$ cat src/rtl/tick_bcd_counter_if.sv
// rtl/tick_bcd_counter_if.sv - control, tick and display signals of the tick-driven BCD counter
interface tick_bcd_counter_if #(
  parameter int DIGITS = 4
);
  logic                  tick_in;
  logic                  start;
  logic                  stop;
  logic                  clear;
  logic                  up_down;
  logic [4*DIGITS-1:0]   bcd_out;
  logic                  running;
  logic                  tick_pulse;
  logic                  wrap;

  modport master (
    output tick_in, start, stop, clear, up_down,
    input  bcd_out, running, tick_pulse, wrap
  );

  modport slave (
    input  tick_in, start, stop, clear, up_down,
    output bcd_out, running, tick_pulse, wrap
  );
endinterface

$ cat src/rtl/tick_bcd_counter.sv
// rtl/tick_bcd_counter.sv - synchronised tick edge detector driving a gated BCD up/down counter
module tick_bcd_counter #(
  parameter int DIGITS      = 4,
  parameter int SYNC_STAGES = 2
) (
  input  logic               clk,
  input  logic               reset,
  tick_bcd_counter_if.slave  bus
);

  typedef enum logic [1:0] {
    IDLE  = 2'd0,
    RUN   = 2'd1,
    PAUSE = 2'd2
  } state_t;

  state_t                   state_q, state_d;
  logic [SYNC_STAGES-1:0]   sync_q, sync_d;
  logic                     prev_q, prev_d;
  logic                     tick_pulse_q, tick_pulse_d;
  logic [4*DIGITS-1:0]      bcd_q, bcd_d;
  logic                     running_q, running_d;
  logic                     wrap_q, wrap_d;

  logic                     tick_edge;
  logic                     count_en;
  logic [4*DIGITS-1:0]      bcd_step;
  logic                     step_carry;
  logic [3:0]               digit;

  // tick_in is asynchronous to clk; only the last sync stage is ever looked at.
  always_comb begin
    sync_d       = {sync_q[SYNC_STAGES-2:0], bus.tick_in};
    prev_d       = sync_q[SYNC_STAGES-1];
    tick_edge    = sync_q[SYNC_STAGES-1] & ~prev_q;
    tick_pulse_d = tick_edge;
  end

  always_comb begin
    state_d = state_q;
    case (state_q)
      IDLE:    if (bus.start) state_d = RUN;
      RUN:     if (bus.stop)  state_d = PAUSE;
      PAUSE:   if (bus.start) state_d = RUN;
      default: state_d = IDLE;
    endcase
    if (bus.clear) begin
      state_d = IDLE;
    end
    running_d = (state_d == RUN);
  end

  // Ripple increment/decrement; step_carry left set means every digit rolled over.
  always_comb begin
    bcd_step   = bcd_q;
    step_carry = 1'b1;
    digit      = 4'd0;
    for (int i = 0; i < DIGITS; i++) begin
      digit = bcd_q[4*i +: 4];
      if (step_carry) begin
        if (bus.up_down) begin
          if (digit >= 4'd9) begin
            bcd_step[4*i +: 4] = 4'd0;
          end else begin
            bcd_step[4*i +: 4] = digit + 4'd1;
            step_carry         = 1'b0;
          end
        end else begin
          if (digit == 4'd0) begin
            bcd_step[4*i +: 4] = 4'd9;
          end else if (digit > 4'd9) begin
            bcd_step[4*i +: 4] = 4'd8;
            step_carry         = 1'b0;
          end else begin
            bcd_step[4*i +: 4] = digit - 4'd1;
            step_carry         = 1'b0;
          end
        end
      end
    end
  end

  always_comb begin
    count_en = tick_edge && (state_q == RUN) && !bus.clear && !bus.stop;
    bcd_d    = bcd_q;
    wrap_d   = 1'b0;
    if (bus.clear) begin
      bcd_d = '0;
    end else if (count_en) begin
      bcd_d  = bcd_step;
      wrap_d = step_carry;
    end
  end

  always_ff @(posedge clk or negedge reset) begin
    if (!reset) begin
      state_q      <= IDLE;
      sync_q       <= '0;
      prev_q       <= 1'b0;
      tick_pulse_q <= 1'b0;
      bcd_q        <= '0;
      running_q    <= 1'b0;
      wrap_q       <= 1'b0;
    end else begin
      state_q      <= state_d;
      sync_q       <= sync_d;
      prev_q       <= prev_d;
      tick_pulse_q <= tick_pulse_d;
      bcd_q        <= bcd_d;
      running_q    <= running_d;
      wrap_q       <= wrap_d;
    end
  end

  assign bus.bcd_out    = bcd_q;
  assign bus.running    = running_q;
  assign bus.tick_pulse = tick_pulse_q;
  assign bus.wrap       = wrap_q;

endmodule

$ cat src/flat_wrapper.sv
// flat-port wrapper written by rule: the top's interface ports become plain ports
module tick_bcd_counter_flat 
#(
  parameter int DIGITS      = 4,
  parameter int SYNC_STAGES = 2
)
  (clk, reset, bus_tick_in, bus_start, bus_stop, bus_clear, bus_up_down, bus_bcd_out, bus_running, bus_tick_pulse, bus_wrap);
  tick_bcd_counter_if #(.DIGITS(DIGITS)) bus_i ();
  input  logic clk;
  input  logic reset;
  input wire logic [$bits(bus_i.tick_in)-1:0] bus_tick_in;
  input wire logic [$bits(bus_i.start)-1:0] bus_start;
  input wire logic [$bits(bus_i.stop)-1:0] bus_stop;
  input wire logic [$bits(bus_i.clear)-1:0] bus_clear;
  input wire logic [$bits(bus_i.up_down)-1:0] bus_up_down;
  output wire logic [$bits(bus_i.bcd_out)-1:0] bus_bcd_out;
  output wire logic [$bits(bus_i.running)-1:0] bus_running;
  output wire logic [$bits(bus_i.tick_pulse)-1:0] bus_tick_pulse;
  output wire logic [$bits(bus_i.wrap)-1:0] bus_wrap;
  assign bus_i.tick_in = bus_tick_in;
  assign bus_i.start = bus_start;
  assign bus_i.stop = bus_stop;
  assign bus_i.clear = bus_clear;
  assign bus_i.up_down = bus_up_down;
  assign bus_bcd_out = bus_i.bcd_out;
  assign bus_running = bus_i.running;
  assign bus_tick_pulse = bus_i.tick_pulse;
  assign bus_wrap = bus_i.wrap;
  tick_bcd_counter #(.DIGITS(DIGITS), .SYNC_STAGES(SYNC_STAGES)) u_core (.clk(clk), .reset(reset), .bus(bus_i));
endmodule
$ cat config.mk
export PLATFORM = sky130hd
export DESIGN_NAME = tick_bcd_counter_flat
export DESIGN_NICKNAME = d
export VERILOG_FILES = /design/src/rtl/tick_bcd_counter_if.sv /design/src/rtl/tick_bcd_counter.sv /design/src/flat_wrapper.sv
export SDC_FILE = /design/constraint.sdc
export NUM_CORES = 1
export LEC_CHECK = 0
export ABC_AREA = 1
export CAP_MARGIN = 5
export CELL_PAD_IN_SITES_DETAIL_PLACEMENT = 1
export CELL_PAD_IN_SITES_GLOBAL_PLACEMENT = 1
export CORE_ASPECT_RATIO = 0.9
export CORE_UTILIZATION = 40
export CTS_CLUSTER_DIAMETER = 60
export DETAILED_ROUTE_END_ITERATION = 8
export PLACE_DENSITY_LB_ADDON = 0.08
export SLEW_MARGIN = 25
export SYNTH_ARGS = -nofsm -noshare
export SYNTH_HDL_FRONTEND = slang
export SYNTH_SLANG_ARGS = --single-unit
$ cat constraint.sdc
create_clock -name clk -period 1.8 [get_ports clk]
set_input_delay 0.36 -clock clk [delete_from_list [all_inputs] [get_ports clk]]
set_output_delay 0.36 -clock clk [all_outputs]
set_load 0.1 [all_outputs]
[Yosys cells after proc, flatten, opt, wreduce, memory -nomap -nowiden]
Cells that the tools add are included.
Word-level totals
  register bits: 24
  latch bits: 0
  memory bits (writable): 0
  ROM bits: 0
  input bits: 7
  output and inout port bits: 19
  word-level logic and storage cells: 91
  memories: 0
Cells by class
  $add $sub $neg: 8
  multiply operators: 0
  div/mod/pow operators: 0
  magnitude comparators: 8
  equal/unequal tests: 3
  shift operators: 0
  multiplexer cells: 42
  bitwise gates (word level): 2
  reduce and logical (&&, ||, !) cells: 18
Operators with widths (number)
  $mux W4: 19
  $mux W16: 2
  $mux W1: 17
  $add A4 B1 Y4 const B: 4
  $ge A4 B4 Y1 const B: 4
  $gt A4 B4 Y1 const B: 4
  $logic_not A4 Y1: 4
  $sub A4 B1 Y4 const B: 4
  $reduce_bool A2 Y1: 4
  $mux W2: 3
  $reduce_and A2 Y1: 3
  $eq A2 B1 Y1 const B: 2
  $pmux W2 S2: 1
  $logic_and A1 B1 Y1: 3
  $eq A2 B2 Y1 const B: 1
  $logic_not A1 Y1: 2
  $logic_not A2 Y1: 1
  $reduce_or A2 Y1: 1
  $and A1 B1 Y1: 1
  $not A1 Y1: 1

[Depth between registers and ports, before layout]
Gate-level depths: netlist (run 1).
  word-level depth: 8
  depth in mapped cells: 11
  gate-level depth less buffers: 11

[Worst setup path before layout (run 1)]
Ideal clock, no wire load.
  kind: register to register
  from: register u_core.bcd_q[8] (netlist: u_core.bus.bcd_out[8])
  to: register u_core.bcd_q[13] (netlist: u_core.bus.bcd_out[13])
  setup time: 0.124 ns
  data arrival time: 2.176 ns
  data required time: 1.676 ns
  setup slack: -0.500 ns
  cell stages (with the launch flop): 11
  buffers on the path: 0
  clock period less this slack: 2.300 ns
  path through: dfrtp_1 > inv_1 > ha_1 > nand3b_2 > nand2_1 > nand2_1 > nand2_1 > inv_2 > nand3_1 > nand3_1 > nand2_1
On the way
  cells in the longest elaborated chain, start to end: 6
  elaborated cells on any way between the ends: 8
  classes of those cells: order compare: 1; mux: 4; reduce/logical: 3
Ends and longest elaborated chain
  start: declaration: RTL line tick_bcd_counter.sv:21  | logic [4*DIGITS-1:0] bcd_q, bcd_d;
  start signal: assignment: RTL line tick_bcd_counter.sv:101  | bcd_q <= '0;
  start signal: assignment: RTL line tick_bcd_counter.sv:109  | bcd_q <= bcd_d;
  $ge A4 B4 Y1 or $logic_not A4 Y1 (tied branches): RTL line tick_bcd_counter.sv:62, tick_bcd_counter.sv:69
  $mux W1 (on tied branches): RTL line tick_bcd_counter.sv:62, tick_bcd_counter.sv:69
  $mux W1 (*): RTL line tick_bcd_counter.sv:61  | if (bus.up_down) begin
  $mux W1 (*): RTL line tick_bcd_counter.sv:60  | if (step_carry) begin
  $reduce_bool A2 Y1 (no line) (*)
  $reduce_and A2 Y1 (no line) (*)
Mark *: on every way between the ends. The rest lies on a longest branch, timed or not.
A chain may end at the register's enable or synchronous reset.

[Worst setup path after layout (run 1)]
  from: register u_core.bcd_q[4] (netlist: u_core.bus.bcd_out[4])
  to: register u_core.bcd_q[10] (netlist: u_core.bus.bcd_out[10])
The elaborated chain is that of the path after synthesis.

==> impl_metrics.ini, run 1 <==
[final_layout]
antennaDiodeCount = 0
multi_input_area_um2 = 1190
nFillCells = 559
most-common-layout-cells = nand2_1, nand3_1, buf_12, buf_4, nor2_1
final_area_um2 = 2640
final_common_cell = nand2_1
seq_area_um2 = 639
drive_above_1_share_pct = 33.6
areaGrowthSynthToFinish_pct = 39.2
finalNetCount = 317

[critical_path]
endpoint_kind = flop
cp-start-kind = flop
crit_type = flop to flop
crit_required_ns = 1.97
worstPathMaxFanout = 6
critPathArrivalTime_ns = 1.85

[clock_tree]
clk_latency_ns = 0.27
cts_root_buffer = clkbuf_8
cts.sink_count = 24
cts_max_level = 1
cts-buffers-inserted = 3
cts_tree = yes
clkTransAtPathRegs_ns = 0.09
cts.path.max_buffers = 2

[grt]
grt_pass1_vias = 1809
grt_pass1_wl_mm = 8.46
grt_max_degree = 25
antenna_found_initial = 0
grt-ovfl-total = 0
track_usage_pct = 21.7

[synth]
synthTopCellsByArea = dfrtp_1, nand2_1, nand3_1
synthXorXnorAreaFrac_pct = 3.23
muxShareOfSynthArea_pct = 0
yosys.area_share.simple_pct = 39.1
synth_fa_ha_area_share_pct = 9.23
yosysWarningCount = 0
netlist_area_um2 = 1900
synth_compound_gate_area_share_pct = 9.50
synth_top_area_share_pct = 31.7
netlist_instances = 252
ys_seq_elements = 24
syn-num-nets = 273
yosysTopAreaCell = dfrtp_1
syn_area_per_cell_um2 = 7.53
synth_top_family_by_area = simple AND/OR/NAND/NOR gates
ys_seq_area_share_pct = 31.7
synth.distinct_cells = 32

[die]
chipWidth_um = 74.6
start_util_pct = 42.3
fp.dieH_um = 67.3
rows = 23
die-area_um2 = 5020
coreArea_um2 = 4490
io_pins = 26

[placed_design]
port_buffers = 25
dp_hpwl_mm = 4.06
gp_congestion = 0.801
pre_cts_slack_ns = -0.0256
placed_area_um2 = 2550

[power]
combPwrFrac_pct = 23.0
netSwitchingPower_w = 0.000366
clockPowerShare_pct = 28.4
switching_share_pct = 30.9
vdd_drop_max_mv = 0.388
p_int_w = 0.000817
seqPwrFrac_pct = 48.6
p_leak_nw = 1.25
power_density_nw_per_um2 = 448

[timing]
tns_ns = 0
hold_viol_final = 0
fmax_ghz = 0.594
layout_setup_ws_ns = 0.118
worstMarginPinSlew_ns = 0.328
slew_viol_final = 0
skew_ns = 0.00424
layout_min_cycle_time_ns = 1.68
finalSetupViolations = 0
rsz0062_at_grt = no
relSlewSlack_pct = 77.9
period_share_pct = 93.5

[route]
antenna_left = 0
dr.pass1.iters = 4
vias_per_cell = 5.00
routed_wl_mm = 5.23
wire_per_inst_um = 14.6
drtIter0Drc = 63
drc_errors = 0
vias = 1786

[run_status]
status = completed

[job]
maxCapViolations = 0

[worst_hold_path]
hp-class = flop to flop
[cell usage after synthesis, drive strengths merged]
cell    count
nand3      42
clkbuf      3
o21bai      1
buf         2
nand4       3
o31ai       2
xnor2       4
a21oi      12
nor3        1
ha         14
inv        28
nor2       24
nand2      68
o22ai       4
nand3b      2
o21ai      13
xor2        3
a21boi      1
dfrtp      24
nor3b       1
[worst max-delay path, cell delays in order, from the launching register on]
cell and delay, ns:
dfrtp_4 0.53, inv_1 0.16, ha_1 0.26, nand2_4 0.08
nand2_4 0.07, nand3_4 0.09, nand3_1 0.18, nor2_2 0.07
nand3_1 0.08, nand2_1 0.06
[cell type report]
class	instances	area share, %
tap	62	2.94
timing repair buffer	44	22.1
inverter	28	4.17
clock buffer	4	1.71
sequential	24	24.2
multi-input combinational	195	44.9
[path summary, 6_finish.rpt]
check / from / end / slack (ns) / cells after the start
max in group asynchronous: reset / u_core.bus.bcd_out[13] / 1.07 / 2
min: u_core.sync_q[0] / u_core.sync_q[1] / 0.37 / 0
max reg2reg: u_core.bus.bcd_out[4] / u_core.bus.bcd_out[10] / 0.12 / 9
max: u_core.bus.bcd_out[4] / u_core.bus.bcd_out[10] / 0.12 / 9
min in group asynchronous: reset / u_core.prev_q / 0.46 / 2
min reg2reg: u_core.sync_q[0] / u_core.sync_q[1] / 0.37 / 0
[state kept, by name, summed over array words and instances (netlist names)]
name,count
u_core.bus.bcd_out,16
u_core.state_q,2
u_core.sync_q,2
u_core.bus.running,1
u_core.bus.tick_pulse,1
u_core.bus.wrap,1
u_core.prev_q,1
[power groups by stage]
stage | registers, W | logic, W | clock network [W]
floorplan | 0.000636 | 0.000107 | 0
global placement | 0.000584 | 0.000260 | 0
detailed placement | 0.000586 | 0.000267 | 0
CTS | 0.000575 | 0.000268 | 0.000347
global route | 0.000577 | 0.000292 | 0.000364
finish | 0.000575 | 0.000272 | 0.000336
[metal layers]
metal / vias to the layer above / share of wire (%) / GRT usage, %
met2: 24 / 49 / 37.0
met3: 6 / 2.0 / 3.88
li1: 907 / - / -
met1: 849 / 48 / 29.1
met4: 0 / 0.82 / 3.30
met5: - / 0 / 0
[cells by family after synthesis]
group / Yosys count
buf+inv: 33
fa+ha+maj: 14
compound gates: 33
simple gates: 141
flops: 24
xor+xnor: 7
[through the flow]
| step | power [W] | util, % | hold slack, ns | instances |
|---|---|---|---|---|
| finish | 0.00118 | 58.8 | 0.371 | 357 |
| global route | 0.00123 | 58.8 | 0.381 | 357 |
| CTS | 0.00119 | 57.8 | 0.371 | 355 |
| global placement | 0.000843 | 56.8 | 0.334 | 351 |
| detailed placement | 0.000853 | 56.8 | 0.351 | 351 |
| floorplan | 0.000742 | - | 0.0644 | 252 |
[repair_timing]
action                                  in CTS  in global routing
gates resized for setup                      0                 12
endpoints found under the setup margin       0                 15
hold buffers                                 0                  0
buffers inserted                             0                  2
Power figures use the tool's default switching activity.
==> run 2, diff against run 1 <==
--- a/config.mk
+++ b/config.mk
@@ -6,7 +6,6 @@
 export NUM_CORES = 1
 export LEC_CHECK = 0
 export ABC_AREA = 1
-export CAP_MARGIN = 5
 export CELL_PAD_IN_SITES_DETAIL_PLACEMENT = 1
 export CELL_PAD_IN_SITES_GLOBAL_PLACEMENT = 1
 export CORE_ASPECT_RATIO = 0.9
==> results of run 2 <==
No change in the layout: final DEF, timing and power equal those of run 1.
==> run 3, diff against run 2 <==
--- a/config.mk
+++ b/config.mk
@@ -9,8 +9,10 @@
 export CELL_PAD_IN_SITES_DETAIL_PLACEMENT = 1
 export CELL_PAD_IN_SITES_GLOBAL_PLACEMENT = 1
 export CORE_ASPECT_RATIO = 0.9
+export CORE_MARGIN = 10
 export CORE_UTILIZATION = 40
 export CTS_CLUSTER_DIAMETER = 60
+export CTS_CLUSTER_SIZE = 8
 export DETAILED_ROUTE_END_ITERATION = 8
 export PLACE_DENSITY_LB_ADDON = 0.08
 export SLEW_MARGIN = 25
==> run 3 against run 2 <==
Flip-flop and latch count unchanged. Die area increased by 57%. Non-clock buffer count decreased by 2. Power increased by 3.0%. Via count increased by 2.7%. Global-route usage decreased by 8.6 points. Design area unchanged. Register-to-register slack about the same. Clock power increased by 12%. Hold slack got worse by 0.0090 ns. Setup slack improved by 0.0021 ns. Clock skew increased by 0.0018 ns. Critical endpoint is now u_core.bus.bcd_out[7]. Highest routed layer unchanged.
==> impl_metrics.ini, run 3 (synthesized netlist as in run 1, its figures left out) <==
[die]
rows = 23
io_pins = 26
die-area_um2 = 7900
start_util_pct = 42.0
chipWidth_um = 92.6
fp.dieH_um = 85.3
coreArea_um2 = 4520

[critical_path]
crit_required_ns = 1.99
worstPathMaxFanout = 5
endpoint_kind = flop
startpoint = u_core.bus.bcd_out[0]
rr_startpoint = u_core.bus.bcd_out[0]
crit_type = flop to flop
rr_worst_depth = 11
r2r-end = u_core.bus.bcd_out[7]
critPathArrivalTime_ns = 1.87
cp-start-kind = flop
rrSetupSlack_ns = 0.12

[run_status]
status = completed

[route]
drc_errors = 0
dr.pass1.iters = 4
drtIter0Drc = 79
routed_wl_mm = 5.16
antenna_left = 0
vias_per_cell = 5.17
wire_per_inst_um = 14.5
vias = 1834

[timing]
whs_ns = 0.362
slew_viol_final = 0
fmax_ghz = 0.595
worstMarginPinSlew_ns = 0.432
layout_setup_ws_ns = 0.120
relSlewSlack_pct = 70.9
rsz0062_at_grt = yes
skew_ns = 0.00608
finalSetupViolations = 0
hold_viol_final = 0
period_share_pct = 93.3
layout_min_cycle_time_ns = 1.68

[clock_tree]
clk_latency_ns = 0.27
cts_max_level = 1
cts.path.max_buffers = 2
cts_root_buffer = clkbuf_8
cts.sink_count = 24
clkTransAtPathRegs_ns = 0.09
cts_tree = yes
cts-buffers-inserted = 3
holdBufCountCts = 0

[worst_hold_path]
worstHoldStart = u_core.sync_q[0]
hp-class = flop to flop
hold_path_depth = 0
hold_end = u_core.sync_q[1]

[placed_design]
port_buffers = 25
dp_hpwl_mm = 4.06
dp.cells = 348
gp_congestion = 0.808
pre_cts_slack_ns = -0.0452

[final_layout]
instances_no_fill = 355
largest_reg_flops = 16
finalNetCount = 315
drive_above_1_share_pct = 34.1
antennaDiodeCount = 0
final_common_cell = nand2_1
areaGrowthSynthToFinish_pct = 39.2
most-common-layout-cells = nand2_1, nand3_1, buf_12

[grt]
grt_pass1_wl_mm = 8.91
antenna_found_initial = 0
grt_pass1_vias = 1856
grt_max_degree = 25
track_usage_pct = 13.1
grt-ovfl-total = 0

[power]
power_density_nw_per_um2 = 461
vdd_drop_max_mv = 0.332
total_power_w = 0.00122
p_leak_nw = 1.24

[job]
maxCapViolations = 0
==> run 3: cell types whose count changed in the layout (fill, tap and decap cells not counted) <==
cell	previous run	this run
ha_2	2	5
buf_4	19	17
ha_1	11	9
nor2_2	5	3
nor2_4	3	5
clkbuf_1	1	0
clkbuf_8	3	4
ha_4	1	0
==> run 3: where the power goes <==
part | leakage (nW) | switching [W] | total [W] | internal, W
logic | 0.918 | 0.000169 | 0.000269 | 0.0000999
clock network | 0.0288 | 0.000182 | 0.000377 | 0.000196
registers | 0.296 | 0.0000164 | 0.000572 | 0.000555
==> run 3: per-layer routing <==
layer | wire length [um] | GRT usage (%) | part of all wire, % | up-vias
li1 | - | - | - | 905
met1 | 2450 | 16.7 | 47 | 899
met2 | 2470 | 22.4 | 48 | 28
met3 | 222 | 3.52 | 4.3 | 2
met4 | 15 | 0.840 | 0.29 | 0
met5 | 0 | 0 | 0 | -
==> run 3: final cells by class <==
cell class / instances / area, um2
Sequential cell: 24 / 639
Multi-Input combinational cell: 195 / 1190
Fill cell: 563 / 1880
Clock buffer: 4 / 55.1
Inverter: 28 / 110
Tap cell: 62 / 77.6
Timing Repair Buffer: 42 / 568
==> run 3: critical path, stage by stage (launching register included) <==
cell	delay, ns
dfrtp_4	0.49
buf_4	0.17
ha_1	0.20
inv_1	0.08
nand3_2	0.09
nand2_2	0.09
nand2_2	0.07
nand2_2	0.10
inv_2	0.07
nor2_4	0.11
nand2_1	0.06
o21ai_0	0.07
==> run 3: stage by stage <==
step / util (%) / cell area, um2 / TNS (ns)
after floorplan: - / 1940 / 0
after global placement: 56.0 / 2530 / 0
after detailed placement: 56.0 / 2530 / -0.246
after CTS: 57.2 / 2580 / 0
after global routing: 58.5 / 2640 / -0.0377
final: 58.5 / 2640 / 0
==> run 3: worst max path at each step <==
stage | endpoint | cells past startpoint
after global placement | u_core.bus.bcd_out[8] | 10
after global routing | u_core.bus.bcd_out[7] | 11
after floorplan | u_core.bus.bcd_out[14] | 7
final | u_core.bus.bcd_out[7] | 11
after detailed placement | u_core.bus.bcd_out[8] | 10
after CTS | u_core.bus.bcd_out[7] | 10
==> run 3: repair_timing <==
| action | 4_1_cts | 5_1_grt |
|---|---|---|
| gates resized for setup | 0 | 15 |
| endpoints found under the setup margin | 0 | 14 |
| setup buffers | 0 | 3 |
